--- src/rtl/sequential_multiplier.sv ---
// sequential_multiplier
//
// Multi-cycle unsigned shift-and-add multiplier, one multiplier bit per clock.
// This is the multiplication counterpart of the ALU's restoring divider. The
// ALU takes ProductLow for MUL and ProductHigh for MULHU. Signed forms are
// produced outside this block by sign correction.
//
// Ports:
//   clk         system clock, all state changes on the rising edge
//   rst_n       asynchronous active-low reset
//   A, B        multiplicand / multiplier (l bits, unsigned)
//   InValid     operands valid this cycle
//   InReady     block can accept operands (IDLE only)
//   ProductLow  product bits [l-1:0]
//   ProductHigh product bits [2l-1:l]
//   Overflow    high half of the product is non-zero
//   OutValid    product and Overflow valid (DONE only)
//   OutReady    consumer accepts the result
//
// Timing: operands are accepted on edge E0. Iterations run on edges E1..El.
// The result is presented from El onward and is held until OutReady is seen.
module sequential_multiplier #(
  parameter int l = 16
) (
  input  logic           clk,
  input  logic           rst_n,
  input  logic [l-1:0]   A,
  input  logic [l-1:0]   B,
  input  logic           InValid,
  output logic           InReady,
  output logic [l-1:0]   ProductLow,
  output logic [l-1:0]   ProductHigh,
  output logic           Overflow,
  output logic           OutValid,
  input  logic           OutReady
);

  localparam int cw = $clog2(l + 1);
  localparam logic [cw-1:0] LAST_ITER = cw'(l - 1);

  localparam logic [1:0] IDLE = 2'd0;
  localparam logic [1:0] RUN  = 2'd1;
  localparam logic [1:0] DONE = 2'd2;

  logic [1:0]    state_q,   state_d;
  logic [cw-1:0] cnt_q,     cnt_d;
  logic [l-1:0]  mcand_q,   mcand_d;
  // acc[l-1:0] holds the multiplier as it shifts out.
  // acc[2l:l] holds the partial sum. The top bit is a guard bit.
  logic [2*l:0]  acc_q,     acc_d;
  logic [l-1:0]  prod_lo_q, prod_lo_d;
  logic [l-1:0]  prod_hi_q, prod_hi_d;
  logic          ovf_q,     ovf_d;

  logic [l:0]    sum;
  logic [2*l:0]  acc_shift;

  // One shift-and-add step.
  // The guard bit is always zero after a shift, so including it in the add
  // is equivalent to adding only acc[2l-1:l]. Any carry out of the add ends
  // up in sum[l], which lands in acc[2l-1] after the shift.
  always_comb begin
    sum       = acc_q[2*l:l] + {1'b0, (acc_q[0] ? mcand_q : {l{1'b0}})};
    acc_shift = {1'b0, sum, acc_q[l-1:1]};
  end

  always_comb begin
    state_d   = state_q;
    cnt_d     = cnt_q;
    mcand_d   = mcand_q;
    acc_d     = acc_q;
    prod_lo_d = prod_lo_q;
    prod_hi_d = prod_hi_q;
    ovf_d     = ovf_q;
    case (state_q)
      IDLE: begin
        if (InValid) begin
          mcand_d = A;
          acc_d   = {{(l+1){1'b0}}, B};
          cnt_d   = '0;
          state_d = RUN;
        end
      end
      RUN: begin
        acc_d = acc_shift;
        cnt_d = cnt_q + cw'(1);
        // The last iteration publishes its own result directly, so the
        // product registers are valid in the same cycle that DONE appears.
        if (cnt_q == LAST_ITER) begin
          state_d   = DONE;
          prod_hi_d = acc_shift[2*l-1:l];
          prod_lo_d = acc_shift[l-1:0];
          ovf_d     = |acc_shift[2*l-1:l];
        end
      end
      DONE: begin
        if (OutReady) begin
          state_d = IDLE;
        end
      end
      default: state_d = IDLE;
    endcase
  end

  always_ff @(posedge clk or negedge rst_n) begin
    if (!rst_n) begin
      state_q   <= IDLE;
      cnt_q     <= '0;
      mcand_q   <= '0;
      acc_q     <= '0;
      prod_lo_q <= '0;
      prod_hi_q <= '0;
      ovf_q     <= 1'b0;
    end else begin
      state_q   <= state_d;
      cnt_q     <= cnt_d;
      mcand_q   <= mcand_d;
      acc_q     <= acc_d;
      prod_lo_q <= prod_lo_d;
      prod_hi_q <= prod_hi_d;
      ovf_q     <= ovf_d;
    end
  end

  // Handshake flags are decoded from the state register alone.
  assign InReady     = (state_q == IDLE);
  assign OutValid    = (state_q == DONE);
  assign ProductLow  = prod_lo_q;
  assign ProductHigh = prod_hi_q;
  assign Overflow    = ovf_q;

endmodule

--- config.mk ---
export PLATFORM = sky130hd
export DESIGN_NAME = sequential_multiplier
export DESIGN_NICKNAME = d
export VERILOG_FILES = /design/src/rtl/sequential_multiplier.sv
export SDC_FILE = /design/constraint.sdc
export NUM_CORES = 1
export LEC_CHECK = 0
export ABC_AREA = 1
export CAP_MARGIN = 20
export CELL_PAD_IN_SITES_DETAIL_PLACEMENT = 0
export CELL_PAD_IN_SITES_GLOBAL_PLACEMENT = 2
export CORE_MARGIN = 2
export CORE_UTILIZATION = 33
export CTS_BUF_LIST = sky130_fd_sc_hd__clkbuf_4 sky130_fd_sc_hd__clkbuf_8
export CTS_CLUSTER_SIZE = 12
export DETAILED_ROUTE_END_ITERATION = 8
export PLACE_DENSITY_LB_ADDON = 0.1
export SKIP_LAST_GASP = 1
export SYNTH_ARGS = -nofsm -noshare
export SYNTH_HDL_FRONTEND = slang
export SYNTH_SLANG_ARGS = --single-unit
--- constraint.sdc ---
create_clock -name clk -period 3.05 [get_ports clk]
set_input_delay 0.61 -clock clk [delete_from_list [all_inputs] [get_ports clk]]
set_output_delay 0.61 -clock clk [all_outputs]
set_load 0.05 [all_outputs]
==> results of run 1 <==
==> sequential cells by signal, summed over array words and instances, names as in the netlist <==
signal and cells:
ProductHigh 16, mcand_q 16, cnt_q 5, Overflow 1
state_q 2, ProductLow 16, acc_q 32
==> power groups by stage <==
stage	logic [W]	clock network, W	registers (W)
CTS	0.00403	0.000797	0.00205
global route	0.00451	0.000847	0.00212
global placement	0.00397	0	0.00206
floorplan	0.00221	0	0.00263
finish	0.00400	0.000769	0.00204
detailed placement	0.00401	0	0.00207
==> synth_stat cells <==
cell type,instances
sky130_fd_sc_hd__nand2_1,168
sky130_fd_sc_hd__dfrtp_1,88
sky130_fd_sc_hd__inv_1,87
sky130_fd_sc_hd__o21ai_0,56
sky130_fd_sc_hd__nor2_1,23
sky130_fd_sc_hd__ha_1,18
sky130_fd_sc_hd__mux2_2,17
sky130_fd_sc_hd__nand3_1,16
sky130_fd_sc_hd__clkbuf_1,12
sky130_fd_sc_hd__nor3_1,12
sky130_fd_sc_hd__a221oi_1,10
sky130_fd_sc_hd__a21oi_1,9
sky130_fd_sc_hd__nand3b_1,7
sky130_fd_sc_hd__buf_2,6
sky130_fd_sc_hd__o211ai_1,5
sky130_fd_sc_hd__xor2_1,4
sky130_fd_sc_hd__a22o_1,2
sky130_fd_sc_hd__inv_2,2
sky130_fd_sc_hd__nand2_2,2
sky130_fd_sc_hd__o22ai_1,2
sky130_fd_sc_hd__and2_1,1
sky130_fd_sc_hd__and3_1,1
sky130_fd_sc_hd__buf_4,1
sky130_fd_sc_hd__buf_6,1
sky130_fd_sc_hd__fa_1,1
sky130_fd_sc_hd__nand4_1,1
sky130_fd_sc_hd__nor2_2,1
sky130_fd_sc_hd__nor3_2,1
sky130_fd_sc_hd__o31ai_1,1
sky130_fd_sc_hd__or2_2,1
==> critical path, delay by kind of cell, from the launching register on <==
family,cells,cell delay [ns]
simple gates,13,1.19
flops,1,0.61
fa+ha+maj,2,0.66
buf+inv,1,0.05
==> kinds of logic after synthesis <==
family,synth area share [%]
AND/OR/NAND/NOR,21.2
buffers and inverters,9.40
flip-flops,48.4
AO/OA/AOI/OAI,10.7
adder cells (fa/ha/maj),5.39
multiplexers,4.20
XOR/XNOR,0.769
==> cell type report <==
cell class | count | area (um2)
fillers | 1407 | 7710
clock buffers | 9 | 124
repair buffers | 77 | 783
multi-input cells | 359 | 1930
well taps | 176 | 220
clock inverters | 5 | 50.0
inverters | 89 | 334
flip-flops and latches | 88 | 2200
==> metal layers <==
layer / share of wire [%] / routed length, um / vias up / global-route usage [%]
met5: 0 / 0 / - / 0
met1: 50 / 5770 / 1723 / 23.7
met3: 4.9 / 562 / 9 / 3.85
li1: - / - / 1900 / -
met2: 44 / 5140 / 64 / 25.4
met4: 0.94 / 109 / 0 / 4.96
==> path summary, 6_finish.rpt <==
path                                           start                        end  slack, ns  cells after the start
setup / recovery                acc_q[0]$_DFFE_PN0P_       Overflow$_DFFE_PN0P_       0.45                     16
hold / removal                                 rst_n      acc_q[14]$_DFFE_PN0P_       0.28                      1
setup reg to reg                acc_q[0]$_DFFE_PN0P_       Overflow$_DFFE_PN0P_       0.45                     16
hold reg to reg            ProductLow[9]$_DFFE_PN0P_  ProductLow[9]$_DFFE_PN0P_       0.49                      2
max in group asynchronous                      rst_n  ProductLow[1]$_DFFE_PN0P_       2.12                      2
min in group clk           ProductLow[9]$_DFFE_PN0P_  ProductLow[9]$_DFFE_PN0P_       0.49                      2
==> stage by stage <==
stage          hold WS [ns]  util [%]  cell area, um2
2_1_floorplan         0.314         -            4550
3_3_place_gp          0.470      40.7            5440
3_5_place_dp          0.477      40.7            5440
4_1_cts               0.294      42.0            5610
5_1_grt               0.320      42.2            5640
6_report              0.281      42.2            5640
==> out/summary.log, run 1 <==
[critical_path] cell with the most instances on the worst path sky130_fd_sc_hd__nand2_1
[critical_path] critical path class register to register
[sta] FMAX 0.384 GHz
[outcome] result of the run complete, no violations
[routing] via density per instance 4.60
[sta] crit path setup slack, layout 0.447 ns
[sta] worst rel slew slack 56.1%
[final_layout] leading cell type in the layout, fill and taps excluded sky130_fd_sc_hd__nand2_1
[power_and_ir_drop] Psw 0.00334 W
[synth] Area contributors post-synth sky130_fd_sc_hd__dfrtp_1 48%, sky130_fd_sc_hd__nand2_1 14%, sky130_fd_sc_hd__inv_1 7.2%
[synth] share of the yosys chip area belonging to registers 48.4%
[final_layout] share of cells above drive strength 1 7.50%
[flow_run] number of violations of the max-capacitance limit 0
[sta] RSZ-0062 raised after global routing false
[power_and_ir_drop] combinational fraction of design power 58.7%
[critical_path] arrival time at the worst endpoint 2.85 ns
[synth] average instance area after synthesis 8.19 um2
[power_and_ir_drop] Power per Cell Area 1210 nW/um2
[power_and_ir_drop] P_int 0.00347 W
[critical_path] endpoint required time on the critical path 3.30 ns
[synth] combined area of all synthesized cells 4550 um2
[final_layout] Area growth, synth to finish 23.9%
[power_and_ir_drop] Net Sw Frac 49.0%
[synth] number of synthesized register bits 88
[die] row cnt 42
[power_and_ir_drop] proportion of power drawn by the clock network 11.3%
[synth] Yosys warning count 0
[sta] final setup vio count 0
[critical_path] CP cell instances nand2_1, inv_1, ha_1, fa_1, nand2_1, nand2_1, nand3b_1, nand2_1, nand3_1, nand2_1, nand2_1, nand2_1, nor2_1, nand2_1, nor2_1, nor2_1
[die] initial core utilization 34.1%
[sta] Fin. Hold Viols 0
[power_and_ir_drop] overall power consumption 0.00681 W
[clock_network] number of clock sinks 88
[global_routing] gr ovfl total 0
[routing] DR WL/cell 14.4 um
[sta] transition time at the pin with the least slew margin 0.659 ns
[die] floorplan die area 14800 um2
[routing] post-detailed-route count of antenna-violating nets 0
[clock_network] post-CTS sizing 0
[clock_network] post-CTS setup buffer count 0
[placement] buffers added on ports 70
[sta] worst-case clock skew 0.0133 ns
[power_and_ir_drop] Worst VDD drop 0.527 mV
[clock_network] clock tree from TritonCTS built
[sta] post-layout min period 2.60 ns
[synth] leading area contributor after synthesis sky130_fd_sc_hd__dfrtp_1
[placement] Placed Cells incl. Taps 788
[clock_network] clock latency of the later-clocked register in the worst-skew pair 0.36 ns
[synth] net count of the mapped netlist 611
[sta] count of pins over their slew limit 0
[sta] total negative slack 0 ns
[final_layout] top library cells by usage in the layout, fill and taps aside 167 x sky130_fd_sc_hd__nand2_1, 88 x sky130_fd_sc_hd__dfrtp_1, 87 x sky130_fd_sc_hd__inv_1, 69 x sky130_fd_sc_hd__clkdlybuf4s50_1, 56 x sky130_fd_sc_hd__o21ai_0
[power_and_ir_drop] static leakage power 2.88 nW
[final_layout] final standard cell count with taps included and fillers excluded 803
[critical_path] largest fanout on the critical path 17
[global_routing] total global-route track usage 16.7%
[routing] via count of the routed design 3696
[power_and_ir_drop] part of the power in registers 30.0%
[hold_path] path type of the worst min-delay path primary input to asynchronous set/reset pin
[global_routing] antenna violations before repair 0
[routing] residual DRC count 0
[clock_network] CTS clock-pin slew for the worst setup and hold paths 0.08 ns
[routing] final wirelength 11.6 mm
[global_routing] number of global-route vias before repair 3741
[placement] worst slack at placement 0.425 ns
[sta] post-route fraction of the period consumed by the critical path 85.3%
[critical_path] cell with the biggest individual delay on the critical path sky130_fd_sc_hd__dfrtp_1
[placement] estimated wirelength of the detail-placed design 8.54 mm
[synth] Gate Count Post-Synth 556
[die] Top Ports 71
[final_layout] number of inserted diodes 0
[clock_network] largest buffer count on any clock path 2
[routing] number of violations reported at the end of detailed-routing iteration 0 209
[clock_network] hold_buf cts 0
[clock_network] H-tree Lvls 3
[die] Core ar. 13300 um2
[clock_network] number of buffers inserted during clock tree synthesis 9
[routing] length of the first detailed-routing pass in iterations 4
[placement] final estimated routing congestion in global placement 0.814
[die] die outline height 121 um
[final_layout] Final nets 679
[synth] library cells used by synthesis 30
[global_routing] global-route wire length before repair 19.0 mm
[die] Die W 121 um
[global_routing] largest net degree at the start of global routing 50
[critical_path] nature of the critical path endpoint register
[clock_network] cell at the root of the clock tree sky130_fd_sc_hd__clkbuf_8
[critical_path] largest stage delay on the critical path 0.61 ns
[synth] proportion of netlist area held by the largest area contributor 48.4%
[critical_path] launching element type of the critical path register
Power figures use the tool's default switching activity.
==> inputs of run 2 (changes only) <==
- CTS_CLUSTER_DIAMETER: default -> 200
- RECOVER_POWER: default -> 25
==> run 2 against run 1 <==
Compared with the run above: hold slack improved by 0.21 ns; sequential cell count did not move; final area fell by 0.18%; final cell count unchanged; combinational power hardly changed; worst setup slack worse by 0.0014 ns; via count increased by 0.22%; first-iteration DRC count rose by 9.6%; critical path depth did not move; maximum frequency barely moved; utilization down 0.075 points; global-route usage did not move; critical path type unchanged; highest routed layer unchanged.
==> out/summary.log, run 2 (synthesized netlist as in run 1, its figures left out) <==
[clock_network] post-CTS sizing 0
[routing] DR WL/cell 14.4 um
[die] row cnt 42
[die] Die W 121 um
[final_layout] number of fill cells in the layout 1409
[final_layout] final core utilization 42.2%
[critical_path] number of buffer and inverter instances along the worst setup path 1
[routing] length of the first detailed-routing pass in iterations 4
[sta] post-route fraction of the period consumed by the critical path 85.4%
[clock_network] CTS clock-pin slew for the worst setup and hold paths 0.09 ns
[routing] via count of the routed design 3704
[sta] final setup vio count 0
[global_routing] largest net degree at the start of global routing 50
[global_routing] number of global-route vias before repair 3741
[final_layout] leading cell type in the layout, fill and taps excluded sky130_fd_sc_hd__nand2_1
[die] Core ar. 13300 um2
[sta] transition time at the pin with the least slew margin 1.32 ns
[sta] FMAX 0.384 GHz
[sta] worst-case clock skew 0.0112 ns
[sta] post-layout min period 2.60 ns
[final_layout] number of inserted diodes 0
[power_and_ir_drop] Worst VDD drop 0.530 mV
[clock_network] clock tree from TritonCTS built
[die] Top Ports 71
[routing] final wirelength 11.6 mm
[clock_network] H-tree Lvls 3
[sta] count of pins over their slew limit 0
[critical_path] cell with the most instances on the worst path sky130_fd_sc_hd__nand2_1
[clock_network] number of clock sinks 88
[final_layout] number of flip-flops in the largest register 32
[clock_network] clock latency of the later-clocked register in the worst-skew pair 0.36 ns
[placement] buffers added on ports 70
[critical_path] critical path class register to register
[clock_network] hold_buf cts 0
[final_layout] final standard cell count with taps included and fillers excluded 803
[die] floorplan die area 14800 um2
[clock_network] number of buffers inserted during clock tree synthesis 9
[critical_path] CP cell instances nand2_1, inv_1, ha_1, fa_1, nand2_1, nand2_1, nand3b_1, nand2_1, nand3_1, nand2_1, nand2_1, nand2_1, nor2_1, nand2_1, nor2_1, nor2_1
[routing] residual DRC count 0
[placement] final estimated routing congestion in global placement 0.814
[global_routing] gr ovfl total 0
[sta] smallest hold slack 0.493 ns
[routing] number of violations reported at the end of detailed-routing iteration 0 229
[die] die outline height 121 um
[sta] total negative slack 0 ns
[flow_run] number of violations of the max-capacitance limit 0
[critical_path] endpoint required time on the critical path 3.30 ns
[placement] estimated wirelength of the detail-placed design 8.54 mm
[routing] via density per instance 4.61
[final_layout] top library cells by usage in the layout, fill and taps aside 167 x sky130_fd_sc_hd__nand2_1, 88 x sky130_fd_sc_hd__dfrtp_1, 87 x sky130_fd_sc_hd__inv_1, 69 x sky130_fd_sc_hd__clkdlybuf4s50_1, 56 x sky130_fd_sc_hd__o21ai_0
[clock_network] cell at the root of the clock tree sky130_fd_sc_hd__clkbuf_8
[die] initial core utilization 34.1%
[power_and_ir_drop] Power per Cell Area 1210 nW/um2
[sta] worst rel slew slack 12.2%
[sta] RSZ-0062 raised after global routing false
[routing] post-detailed-route count of antenna-violating nets 0
[final_layout] largest register by flop count acc_q
[global_routing] global-route wire length before repair 19.0 mm
[clock_network] largest buffer count on any clock path 2
[critical_path] nature of the critical path endpoint register
[final_layout] Area growth, synth to finish 23.6%
[final_layout] Final nets 679
[critical_path] largest stage delay on the critical path 0.61 ns
[outcome] result of the run complete, no violations
[hold_path] path type of the worst min-delay path register to register
[global_routing] antenna violations before repair 0
[critical_path] cell with the biggest individual delay on the critical path sky130_fd_sc_hd__dfrtp_1
[sta] Fin. Hold Viols 0
[critical_path] largest fanout on the critical path 17
[power_and_ir_drop] static leakage power 2.88 nW
[critical_path] kind of cell adding the most delay to the critical path simple AND/OR/NAND/NOR gates
[critical_path] launching element type of the critical path register
[clock_network] post-CTS setup buffer count 0
[global_routing] total global-route track usage 16.7%
[placement] Placed Cells incl. Taps 788
[power_and_ir_drop] overall power consumption 0.00681 W
[critical_path] arrival time at the worst endpoint 2.85 ns
[final_layout] share of cells above drive strength 1 7.34%
-- run 2: power breakdown --
part	switching (W)	internal [W]
clock	0.000404	0.000364
combinational	0.00262	0.00138
sequential	0.000317	0.00173
-- run 2: metrics by stage --
stage	setup slack (ns)	area (um2)
2_1_floorplan	0.726	4550
5_1_grt	0.181	5630
3_3_place_gp	0.425	5440
6_report	0.445	5630
3_5_place_dp	0.425	5440
4_1_cts	0.406	5610
-- run 2: worst min-delay path, cell delays in order (launching register included) --
cell	delay [ns]
sky130_fd_sc_hd__dfrtp_1	0.35
sky130_fd_sc_hd__nand2_1	0.05
sky130_fd_sc_hd__o21ai_0	0.06
-- run 2: layer usage --
layer | global-route usage (%) | vias to the layer above | routed length, um | part of all wire, %
met1 | 23.7 | 1751 | 5900 | 51
met4 | 4.96 | 0 | 101 | 0.87
met5 | 0 | - | 0 | 0
li1 | - | 1900 | - | -
met2 | 25.4 | 45 | 5150 | 44
met3 | 3.85 | 8 | 445 | 3.8
-- run 2: final cells by class --
class	instances	area (um2)	area share, %
inverters	89	334	5.93
repair buffers	77	773	13.7
clock inverters	5	50.0	0.889
flip-flops and latches	88	2200	39.1
multi-input cells	359	1930	34.2
well taps	176	220	3.91
clock buffers	9	124	2.20
-- run 2: final timing paths --
kind / startpoint / to / slack [ns] / cells after the start
worst min-delay path: ProductLow[9]$_DFFE_PN0P_ / ProductLow[9]$_DFFE_PN0P_ / 0.49 / 2
worst max register to register: acc_q[0]$_DFFE_PN0P_ / Overflow$_DFFE_PN0P_ / 0.45 / 16
max in group asynchronous: rst_n / ProductHigh[0]$_DFFE_PN0P_ / 0.60 / 2
worst min register to register: ProductLow[9]$_DFFE_PN0P_ / ProductLow[9]$_DFFE_PN0P_ / 0.49 / 2
worst max-delay path: acc_q[0]$_DFFE_PN0P_ / Overflow$_DFFE_PN0P_ / 0.45 / 16
min in group asynchronous: rst_n / ProductLow[0]$_DFFE_PN0P_ / 0.52 / 1
==> inputs of run 3 (changes only) <==
- CORE_UTILIZATION: 33 -> 30
- RECOVER_POWER: 25 -> 100
- clock period: 3.05 -> 2.1 ns (I/O delays scaled with it)
==> run 3 against run 2 <==
Compared with the run above: the run now ends with negative setup slack left; hold slack lost 0.00099 ns; wire length grew 8.4%; worst setup slack lost 0.53 ns; register-to-register slack lost 0.53 ns; final area grew 11%; utilization shrank 0.70 points; combinational power grew 85%; critical endpoint unchanged.
==> out/summary.log, run 3 (synthesized netlist as in run 1, its figures left out) <==
[outcome] result of the run finished, violations left
[outcome] failing checks negative setup slack
[power_and_ir_drop] Worst VDD drop 0.698 mV
[clock_network] clock tree from TritonCTS built
[routing] via count of the routed design 3870
[clock_network] number of clock sinks 88
[sta] final setup vio count 3
[routing] number of violations reported at the end of detailed-routing iteration 0 137
[final_layout] number of inserted diodes 0
[die] floorplan die area 16200 um2
[final_layout] number of flip-flops in the largest register 32
[critical_path] endpoint required time on the critical path 2.40 ns
[power_and_ir_drop] static leakage power 3.05 nW
[clock_network] number of buffers inserted during clock tree synthesis 9
[die] Die W 127 um
[global_routing] most used routing layer in global routing met2
[sta] total negative slack -0.184 ns
[sta] worst-case clock skew 0.0148 ns
[placement] final estimated routing congestion in global placement 0.847
[final_layout] Final nets 712
[die] initial core utilization 30.3%
[routing] via density per instance 4.55
[clock_network] clock latency of the later-clocked register in the worst-skew pair 0.39 ns
[die] row cnt 45
[global_routing] number of global-route vias before repair 3961
[clock_network] largest buffer count on any clock path 2
[sta] post-layout min period 2.18 ns
[critical_path] critical path class register to register
[routing] length of the first detailed-routing pass in iterations 4
[routing] post-detailed-route count of antenna-violating nets 0
[final_layout] share of cells above drive strength 1 22.1%
[critical_path] nature of the critical path endpoint register
[die] Top Ports 71
[final_layout] Area growth, synth to finish 36.9%
[critical_path] number of cells on the worst reg-to-reg path 16
[clock_network] CTS clock-pin slew for the worst setup and hold paths 0.11 ns
[flow_run] number of violations of the max-capacitance limit 0
[power_and_ir_drop] Power per Cell Area 1900 nW/um2
[global_routing] largest net degree at the start of global routing 66
[routing] DR WL/cell 14.8 um
[hold_path] sink of the worst hold path ProductLow[1]$_DFFE_PN0P_
[hold_path] path type of the worst min-delay path register to register
[global_routing] global-route wire length before repair 20.6 mm
[routing] final wirelength 12.6 mm
[die] Core ar. 15000 um2
[critical_path] arrival time at the worst endpoint 2.48 ns
[critical_path] launching element type of the critical path register
[critical_path] cell with the biggest individual delay on the critical path sky130_fd_sc_hd__dfrtp_2
[final_layout] final core utilization 41.5%
[hold_path] Hold Path Stages 2
[critical_path] largest fanout on the critical path 6
[global_routing] gr ovfl total 0
[sta] worst rel slew slack 49.9%
[sta] crit path setup slack, layout -0.0842 ns
[sta] count of pins over their slew limit 0
[critical_path] largest stage delay on the critical path 0.48 ns
[hold_path] beginning of the worst hold path ProductLow[1]$_DFFE_PN0P_
[global_routing] met2 layer usage reported by global route 25.5%
[routing] residual DRC count 0
[sta] FMAX 0.458 GHz
[final_layout] top library cells by usage in the layout, fill and taps aside 142 x sky130_fd_sc_hd__nand2_1, 87 x sky130_fd_sc_hd__dfrtp_1, 83 x sky130_fd_sc_hd__inv_1, 59 x sky130_fd_sc_hd__clkdlybuf4s50_1, 44 x sky130_fd_sc_hd__o21ai_0
[die] die outline height 127 um
[critical_path] cell with the most instances on the worst path sky130_fd_sc_hd__nand2_2
[clock_network] cell at the root of the clock tree sky130_fd_sc_hd__clkbuf_8
[sta] Fin. Hold Viols 0
[global_routing] routing usage on met3 3.14%
[global_routing] antenna violations before repair 0
[sta] transition time at the pin with the least slew margin 0.751 ns
[sta] RSZ-0062 raised after global routing true
[placement] buffers added on ports 70
[critical_path] launch point of the worst reg-to-reg path acc_q[0]$_DFFE_PN0P_
[global_routing] met1 usage 22.8%
[final_layout] largest register by flop count acc_q
[sta] post-route fraction of the period consumed by the critical path 104%
[critical_path] Reg2Reg Setup Slack -0.08 ns
[final_layout] leading cell type in the layout, fill and taps excluded sky130_fd_sc_hd__nand2_1
[critical_path] CP cell instances nand2_2, inv_2, ha_4, fa_2, nand2_2, nand2_1, nand3b_1, nand2_2, nand2_2, nand2_1, nand2_1, nand2_2, nor2_2, nand3_1, nor2_1, nor2_1
[placement] estimated wirelength of the detail-placed design 9.07 mm
[global_routing] total global-route track usage 16.4%
[clock_network] H-tree Lvls 3
[critical_path] endpoint of the worst register-to-register path Overflow$_DFFE_PN0P_
run 3: cell types whose count changed in the layout (fill, tap and decap cells not counted), moves of 8 or more:
cell                              previous run  this run
sky130_fd_sc_hd__nand2_2                     3        26
sky130_fd_sc_hd__ha_1                       18         4
sky130_fd_sc_hd__dlygate4sd3_1               0         8
sky130_fd_sc_hd__ha_4                        0        13
sky130_fd_sc_hd__o21ai_0                    56        44
sky130_fd_sc_hd__buf_4                       5        30
sky130_fd_sc_hd__o21ai_1                     0        10
sky130_fd_sc_hd__nand2_1                   167       142
sky130_fd_sc_hd__clkdlybuf4s50_1            69        59
run 3: worst max-delay path, delay by kind of cell, from the launching register on:
kind / cells / cell delay [ns]
and+or+nand+nor: 13 / 1.01
buffers and inverters: 1 / 0.04
DFF: 1 / 0.48
adders and majority gates: 2 / 0.55
run 3: per-layer routing:
| layer | part of all wire (%) | vias to the layer above |
|---|---|---|
| met2 | 46 | 45 |
| li1 | - | 1964 |
| met5 | 0 | - |
| met1 | 50 | 1849 |
| met3 | 3.4 | 12 |
| met4 | 1.5 | 0 |
run 3: repair_timing:
| item | CTS | global route |
|---|---|---|
| setup endpoints to repair | 19 | 23 |
| resized for setup | 42 | 42 |
| hold buffers | 1 | 0 |
| hold endpoints to repair | 27 | 0 |
| setup buffers | 1 | 1 |
| pin swaps | 11 | 22 |
run 3: how the worst max path moves through the flow:
stage | endpoint | start | slack (ns) | cells past startpoint
floorplan | Overflow$_DFFE_PN0P_ | acc_q[0]$_DFFE_PN0P_ | -0.05 | 18
global route | Overflow$_DFFE_PN0P_ | acc_q[0]$_DFFE_PN0P_ | -0.25 | 16
finish | Overflow$_DFFE_PN0P_ | acc_q[0]$_DFFE_PN0P_ | -0.08 | 16
detailed placement | Overflow$_DFFE_PN0P_ | acc_q[0]$_DFFE_PN0P_ | -0.28 | 14
global placement | Overflow$_DFFE_PN0P_ | acc_q[0]$_DFFE_PN0P_ | -0.32 | 14
CTS | Overflow$_DFFE_PN0P_ | acc_q[0]$_DFFE_PN0P_ | -0.06 | 14
run 3: area by class of cell:
| type | instances | area, um2 |
|---|---|---|
| clock buffers | 10 | 131 |
| clock inverters | 6 | 90.1 |
| fillers | 1551 | 8800 |
| inverters | 89 | 337 |
| multi-input cells | 359 | 2250 |
| flip-flops and latches | 88 | 2200 |
| well taps | 188 | 235 |
| repair buffers | 110 | 985 |
run 3: per-stage QoR:
stage	hold slack (ns)	instance area [um2]	total power, W	worst slack [ns]	cells
floorplan	0.124	4610	0.00711	-0.0492	556
global placement	0.381	5750	0.00966	-0.318	831
detailed placement	0.383	5750	0.00969	-0.281	831
CTS	0.498	6210	0.0117	-0.0573	849
global route	0.516	6230	0.0129	-0.250	850
finish	0.492	6230	0.0118	-0.0842	850
run 3: where the power goes:
| part | total, W | switching, W | internal [W] | leakage, nW |
|---|---|---|---|---|
| clock network | 0.00139 | 0.000700 | 0.000691 | 0.111 |
| logic | 0.00741 | 0.00439 | 0.00302 | 1.86 |
| registers | 0.00303 | 0.000522 | 0.00251 | 1.08 |
